### src/rtl/convertitore_ad.sv
// ---------------------------------------------------------------------------
// convertitore_ad -- converter (responder) end of a soc/eoc handshake.
// A sample of vin is taken when soc is first seen in IDLE, the conversion
// starts once soc drops, and after CONV_CYCLES clocks the result
// (sample + OFFSET) is presented on x with eoc raised again.
//
// Parameters
//   CONV_CYCLES : conversion length in clock cycles (1..255)
//   OFFSET      : 8-bit unsigned value added to every sample
//
// Build option
//   CONV_SAT_EN : when defined, sums above 'hFF saturate to 'hFF;
//                 otherwise the sum wraps modulo 256.
//
// Ports
//   clock  : sole clock, all state changes on its rising edge
//   reset_ : synchronous reset, active-high
//   soc    : start of conversion from the consumer
//   vin    : 8-bit unsigned sample value
//   eoc    : 1 = x valid / idle, 0 = conversion in progress (registered)
//   x      : 8-bit conversion result (registered)
// ---------------------------------------------------------------------------
module convertitore_ad #(
   parameter int unsigned CONV_CYCLES = 4,
   parameter logic [7:0]  OFFSET      = 8'h00
) (
   input  logic       clock,
   input  logic       reset_,
   input  logic       soc,
   input  logic [7:0] vin,
   output logic       eoc,
   output logic [7:0] x
);

   localparam int unsigned DW = 8;
   localparam int unsigned CW = 8;

   typedef enum logic [1:0] {
      IDLE   = 2'd0,
      SAMPLE = 2'd1,
      CONV   = 2'd2
   } state_t;

   state_t          state_q, state_d;
   logic [DW-1:0]   sample_q, sample_d;
   logic [CW-1:0]   cnt_q, cnt_d;
   logic [DW-1:0]   x_d;
   logic            eoc_d;
   logic [DW-1:0]   result_c;

   // Result datapath: sample plus offset, saturating or wrapping
`ifdef CONV_SAT_EN
   logic [DW:0] sum_c;
   always_comb begin
      sum_c    = {1'b0, sample_q} + {1'b0, OFFSET};
      result_c = sum_c[DW] ? {DW{1'b1}} : sum_c[DW-1:0];
   end
`else
   always_comb begin
      result_c = sample_q + OFFSET;
   end
`endif

   // State and output registers
   always_ff @(posedge clock) begin
      if (reset_) begin
         state_q  <= IDLE;
         sample_q <= '0;
         cnt_q    <= '0;
         x        <= '0;
         eoc      <= 1'b1;
      end else begin
         state_q  <= state_d;
         sample_q <= sample_d;
         cnt_q    <= cnt_d;
         x        <= x_d;
         eoc      <= eoc_d;
      end
   end

   // Next-state and next-output logic
   always_comb begin
      state_d  = state_q;
      sample_d = sample_q;
      cnt_d    = cnt_q;
      x_d      = x;
      eoc_d    = eoc;
      case (state_q)
         IDLE: begin
            eoc_d = 1'b1;
            if (soc) begin
               sample_d = vin;
               eoc_d    = 1'b0;
               state_d  = SAMPLE;
            end
         end
         SAMPLE: begin
            eoc_d = 1'b0;
            if (!soc) begin
               cnt_d   = CW'(CONV_CYCLES - 1);
               state_d = CONV;
            end
         end
         CONV: begin
            eoc_d = 1'b0;
            // soc is deliberately ignored here
            if (cnt_q != '0) begin
               cnt_d = cnt_q - CW'(1);
            end else begin
               x_d     = result_c;
               eoc_d   = 1'b1;
               state_d = IDLE;
            end
         end
         default: begin
            eoc_d   = 1'b1;
            state_d = IDLE;
         end
      endcase
   end

endmodule

### config.mk
export PLATFORM = sky130hd
export DESIGN_NAME = convertitore_ad
export DESIGN_NICKNAME = d
export VERILOG_FILES = /design/src/rtl/convertitore_ad.sv
export SDC_FILE = /design/constraint.sdc
export NUM_CORES = 1
export LEC_CHECK = 0
export CELL_PAD_IN_SITES_DETAIL_PLACEMENT = 2
export CELL_PAD_IN_SITES_GLOBAL_PLACEMENT = 2
export CORE_ASPECT_RATIO = 1.75
export CORE_UTILIZATION = 35
export CTS_CLUSTER_DIAMETER = 50
export DETAILED_ROUTE_END_ITERATION = 10
export PLACE_DENSITY = 0.85
export REMOVE_ABC_BUFFERS = 1
export SYNTH_ARGS = -nofsm -noshare
export SYNTH_HDL_FRONTEND = slang
export SYNTH_SLANG_ARGS = --single-unit
export TNS_END_PERCENT = 5
### constraint.sdc
create_clock -name clock -period 2.8 [get_ports clock]
set_input_delay 0.56 -clock clock [delete_from_list [all_inputs] [get_ports clock]]
set_output_delay 0.56 -clock clock [all_outputs]
set_load 0.05 [all_outputs]
==> results of run 1 <==
-- routing by layer --
| metal | share of wire | wire length, um | track usage | vias to the layer above |
|---|---|---|---|---|
| met3 | 0.021 | 76 | 0.0198 | 2 |
| met5 | 0 | 0 | 0 | - |
| li1 | - | - | - | 532 |
| met4 | 0.0045 | 16 | 0.0389 | 0 |
| met2 | 0.57 | 2040 | 0.384 | 19 |
| met1 | 0.41 | 1450 | 0.241 | 569 |
-- cells in the final DEF, fill, tap and decap left out, types with 2 or more instances in the layout --
cell	n
ha_1	2
or4_1	2
o31ai_1	8
buf_4	6
clkdlybuf4s50_1	19
nor3b_1	3
nand4_1	9
clkbuf_8	3
or3b_2	3
nor4_1	2
or3b_1	3
a21oi_1	13
nand2b_1	3
nor2_1	10
nand3b_1	5
inv_1	2
mux2i_1	13
o211ai_1	2
dfxtp_1	27
-- report_power, final --
group | total, uW | switching (uW) | internal (uW)
sequential | 417 | 15.4 | 402
clock | 217 | 115 | 102
combinational | 176 | 105 | 70.3
-- flip-flops by register name, summed over array words and instances, names as in the netlist --
register / cells
sample_q: 8
eoc: 1
x: 8
cnt_q: 8
state_q: 2
-- kinds of logic (layout without fill, tap and decap cells) --
kind of cell	count (synthesis)	after routing
and+or+nand+nor	46	46
AOI/OAI and AO/OA	30	30
DFF	27	27
buffers and inverters	16	31
muxes	14	14
adders and majority gates	2	2
-- stage by stage --
stage	instance area [um2]	hold slack [ns]
after floorplan	1210	0.440
final	1550	0.475
after global routing	1550	0.517
after detailed placement	1500	0.469
after global placement	1500	0.454
after CTS	1550	0.481
-- worst min-delay path by stage --
stage / start / to / slack (ns) / cells after the start
6_report: x[0] / x[0] / 0.48 / 2
5_1_grt: sample_q[7] / x[7] / 0.52 / 2
4_1_cts: x[0] / x[0] / 0.48 / 2
3_5_place_dp: x[0] / x[0] / 0.47 / 2
3_3_place_gp: sample_q[4] / x[4] / 0.45 / 2
2_1_floorplan: sample_q[0] / x[0] / 0.44 / 2
-- layout make-up --
type | count | area (um2) | area share
inverters | 2 | 7.51 | 0.00485
multi-input cells | 92 | 663 | 0.428
repair buffers | 25 | 235 | 0.152
clock buffers | 4 | 45.0 | 0.0291
flip-flops and latches | 27 | 541 | 0.349
well taps | 45 | 56.3 | 0.0364
==> impl_metrics.yaml, run 1 <==
outcome:
  status: "completed"
cts:
  cts-hold-fix-buffers: 0
  cts-htree-levels: 1
  cts_resized: 0
  numCtsBuffers: 3
  cts_setup_buffers: 0
  cts_tree: "done"
  clk_latency_ns: 0.26
  cts_sinks: 27
  clk_pin_slew_ns: 0.09
  cts-root-buf: "clkbuf_8"
  cts_buffer_depth: 2
sta:
  min_period_ns: 2.03
  setup_violations: 0
  clock.fmax_mhz: 494
  drv_slew: 0
  rsz0062_at_grt: "no"
  hold_viol: 0
  clock_skew_ns: 0.00384
  fin_tns_setup_ns: 0
  max_slew_margin: 0.589
  setup_slack_ns: 0.774
  worst_pin_slew_ns: 0.615
  period_share: 0.723
flow_run:
  maxCapViolCount: 0
floorplanning:
  die_y_um: 81.8
  start_util: 0.371
  die_area_um2: 3900
  core_um2: 3430
  rows: 28
  die_x_um: 47.6
  io_pins: 20
setup_path:
  cp.depth: 1
  cp-endpoint: "x[2]"
  cp.buffers_inverters: 1
  crit_path_start: "x[2]"
  timing.rr.start: "cnt_q[0]"
  critical_path.top_delay_family: "buffers and inverters"
  setup.worst_path.end_class: "output pin"
  worstPathRequired_ns: 2.24
  arrival_ns: 1.47
  critPathMaxStageDelay_ns: 0.83
  critPathKind: "flip-flop to output pin"
  rr_worst_depth: 5
  startpoint_type: "flip-flop"
  worst-r2r-setup-slack_ns: 0.80
  worstPathCellList: "clkdlybuf4s50_1"
  worstPathMaxFanout: 2
  rr_endpoint: "cnt_q[1]"
  slowest_stage: "clkdlybuf4s50_1"
global_route:
  overflow: 0
  grt_max_degree: 17
  antenna_found_initial: 0
  grt_pass1_vias: 1237
  grt_pass1_wl_mm: 5.82
  track_usage: 0.205
power_and_ir_drop:
  p_leak_uw: 0.000566
  power_density_nw_per_um2: 523
  totalPowerFinal_uw: 810
  ir_worst_vdd_uv: 276
placed_design:
  dp.cells: 191
  port_buffers: 19
  gp_congestion: 0.732
  dp_hpwl_mm: 2.72
  place_worst_setup_slack_ns: 0.586
yosys:
  synth.distinct_cells: 34
  yosysWarnings: 0
  yosys-top-cells-area: "dfxtp_1, mux2i_1, a21oi_1, o31ai_1, nand4_1"
  yosysTopAreaCell: "dfxtp_1"
  synthFlopType: "dfxtp_1"
  async_flop_share: 0
  synth_edf_count: 0
  synth_seq_area_share: 0.424
  ys_ff_latch: 27
  synth-xor-area-share: 0
  synth.most_common_cell: "dfxtp_1"
  synth.area.mux_share: 0.111
  synth_common_cells: "dfxtp_1, a21oi_1, mux2i_1"
  syn_area_per_cell_um2: 9.44
  synth_top_family_by_area: "simple AND/OR/NAND/NOR gates"
  synth-adder-area-share: 0.0196
  syn-cell-area_um2: 1270
  synth_top_area_frac: 0.424
  syn-instance-count: 135
  yosys.area_share.simple: 0.237
  synth_compound_area_frac: 0.152
cells_and_area:
  instances_no_fill: 195
  syn2layout_area_growth_pct: 21.4
  finalNetCount: 164
  n_antenna_cell: 0
  drive_gt1_frac: 0.0933
  n_fill_cell: 401
  final_core_util: 0.451
detailed_routing:
  wl_per_cell_um: 18.4
  firstDrtPassIters: 3
  vias_per_cell: 5.75
  ant_nets: 0
  vias: 1122
  drt_wl_total_mm: 3.58
  drc_errors: 0
  drt_iter0_drc: 16
hold_path:
  hold_class: "flip-flop to flip-flop"
Power figures use the tool's default switching activity.
==> run 2, diff against run 1 <==
--- a/config.mk
+++ b/config.mk
@@ -8,10 +8,10 @@
 export CELL_PAD_IN_SITES_DETAIL_PLACEMENT = 2
 export CELL_PAD_IN_SITES_GLOBAL_PLACEMENT = 2
 export CORE_ASPECT_RATIO = 1.75
-export CORE_UTILIZATION = 35
+export CORE_UTILIZATION = 32
 export CTS_CLUSTER_DIAMETER = 50
 export DETAILED_ROUTE_END_ITERATION = 10
-export PLACE_DENSITY = 0.85
+export PLACE_DENSITY = 0.79
 export REMOVE_ABC_BUFFERS = 1
 export SYNTH_ARGS = -nofsm -noshare
 export SYNTH_HDL_FRONTEND = slang
==> constraint.sdc (replaced) <==
create_clock -name clock -period 1.9 [get_ports clock]
set_input_delay 0.38 -clock clock [delete_from_list [all_inputs] [get_ports clock]]
set_output_delay 0.38 -clock clock [all_outputs]
set_load 0.05 [all_outputs]
==> impl_metrics.yaml, run 2 (synthesized netlist as in run 1, its figures left out) <==
setup_path:
  worstPathCellList: "clkdlybuf4s50_1"
  critPathMaxStageDelay_ns: 0.82
  worstPathMaxFanout: 2
  cp.buffers_inverters: 1
  critical_path.top_delay_family: "buffers and inverters"
  slowest_stage: "clkdlybuf4s50_1"
  worstPathRequired_ns: 1.52
  arrival_ns: 1.46
  critPathKind: "flip-flop to output pin"
  setup.worst_path.end_class: "output pin"
  startpoint_type: "flip-flop"
placed_design:
  dp.cells: 202
  gp_congestion: 0.718
  port_buffers: 19
  dp_hpwl_mm: 2.84
global_route:
  overflow: 0
  grt_pass1_wl_mm: 6.03
  antenna_found_initial: 0
  grt_max_degree: 17
  grt_pass1_vias: 1249
  track_usage: 0.186
flow_run:
  maxCapViolCount: 0
cts:
  numCtsBuffers: 3
  cts_tree: "done"
  cts_buffer_depth: 2
  cts-htree-levels: 1
  clk_pin_slew_ns: 0.10
  cts-hold-fix-buffers: 0
  cts-root-buf: "clkbuf_8"
  clk_latency_ns: 0.28
  cts_sinks: 27
detailed_routing:
  vias: 1133
  drt_wl_total_mm: 3.66
  firstDrtPassIters: 4
  drt_iter0_drc: 14
  vias_per_cell: 5.50
  wl_per_cell_um: 17.7
  drc_errors: 0
  ant_nets: 0
cells_and_area:
  n_fill_cell: 428
  n_antenna_cell: 0
  syn2layout_area_growth_pct: 27.9
  finalNetCount: 172
  final_core_util: 0.426
  top_regs: "cnt_q x8, sample_q x8, x x8"
  drive_gt1_frac: 0.171
  final_cell_mix: "dfxtp_1, clkdlybuf4s50_1, buf_4"
  final_common_cell: "dfxtp_1"
  instances_no_fill: 206
floorplanning:
  die_area_um2: 4250
  start_util: 0.333
  die_x_um: 49.7
  rows: 30
  core_um2: 3830
  io_pins: 20
  die_y_um: 85.5
sta:
  worst_pin_slew_ns: 0.509
  setup_violations: 0
  clock.fmax_mhz: 544
  period_share: 0.968
  clock_skew_ns: 0.00566
  min_period_ns: 1.84
  drv_slew: 0
  hold_viol: 0
  max_slew_margin: 0.660
  rsz0062_at_grt: "no"
power_and_ir_drop:
  power_density_nw_per_um2: 756
  ir_worst_vdd_uv: 537
  p_leak_uw: 0.000607
outcome:
  status: "completed"
hold_path:
  hold_class: "flip-flop to flip-flop"
-- run 2: cell types whose count changed in the layout (fill, tap and decap cells not counted) --
| cell | change |
|---|---|
| inv_2 | +1 |
| clkbuf_1 | -1 |
| inv_1 | -1 |
| o31ai_2 | +3 |
| clkinvlp_4 | +1 |
| buf_4 | +8 |
| o31ai_1 | -3 |
-- run 2: routing by layer --
metal | global-route usage | share of wire | vias to the layer above
met5 | 0 | 0 | -
met4 | 0.0597 | 0.013 | 0
met3 | 0.0337 | 0.030 | 7
met2 | 0.360 | 0.57 | 21
met1 | 0.195 | 0.39 | 557
li1 | - | - | 548
-- run 2: layout make-up --
cell class	instances	area [um2]	area share
flip-flops and latches	27	541	0.332
repair buffers	33	295	0.181
inverters	2	7.51	0.00460
clock inverters	1	7.51	0.00460
well taps	48	60.1	0.0368
multi-input cells	92	678	0.416
clock buffers	3	41.3	0.0253
-- run 2: where the power goes --
group	switching (uW)	internal (uW)	total (uW)
registers	18.5	592	611
logic	164	121	284
clock network	188	149	337
-- run 2: final timing paths --
check | from | to | slack (ns) | cells past startpoint
hold reg to reg | x[7] | x[7] | 0.48 | 2
setup reg to reg | cnt_q[0] | cnt_q[2] | 0.09 | 6
setup / recovery | x[4] | x[4] | 0.06 | 1
hold / removal | x[7] | x[7] | 0.48 | 2
-- run 2: per-stage QoR --
stage	total power, uW	instance area (um2)	setup slack, ns	hold WS [ns]	setup TNS [ns]
finish	1230	1630	0.0612	0.478	0
global route	1300	1630	0.000721	0.511	0
CTS	1250	1620	0.0260	0.480	0
detailed placement	903	1570	-0.00701	0.466	-0.00701
global placement	890	1570	0.0448	0.454	0
floorplan	771	1210	0.0954	0.440	0
-- run 2: timing repair --
action | CTS | global route
hold endpoints to repair | 0 | 0
setup buffers | 0 | 0
setup endpoints to repair | 0 | 9
gates resized for setup | 0 | 4
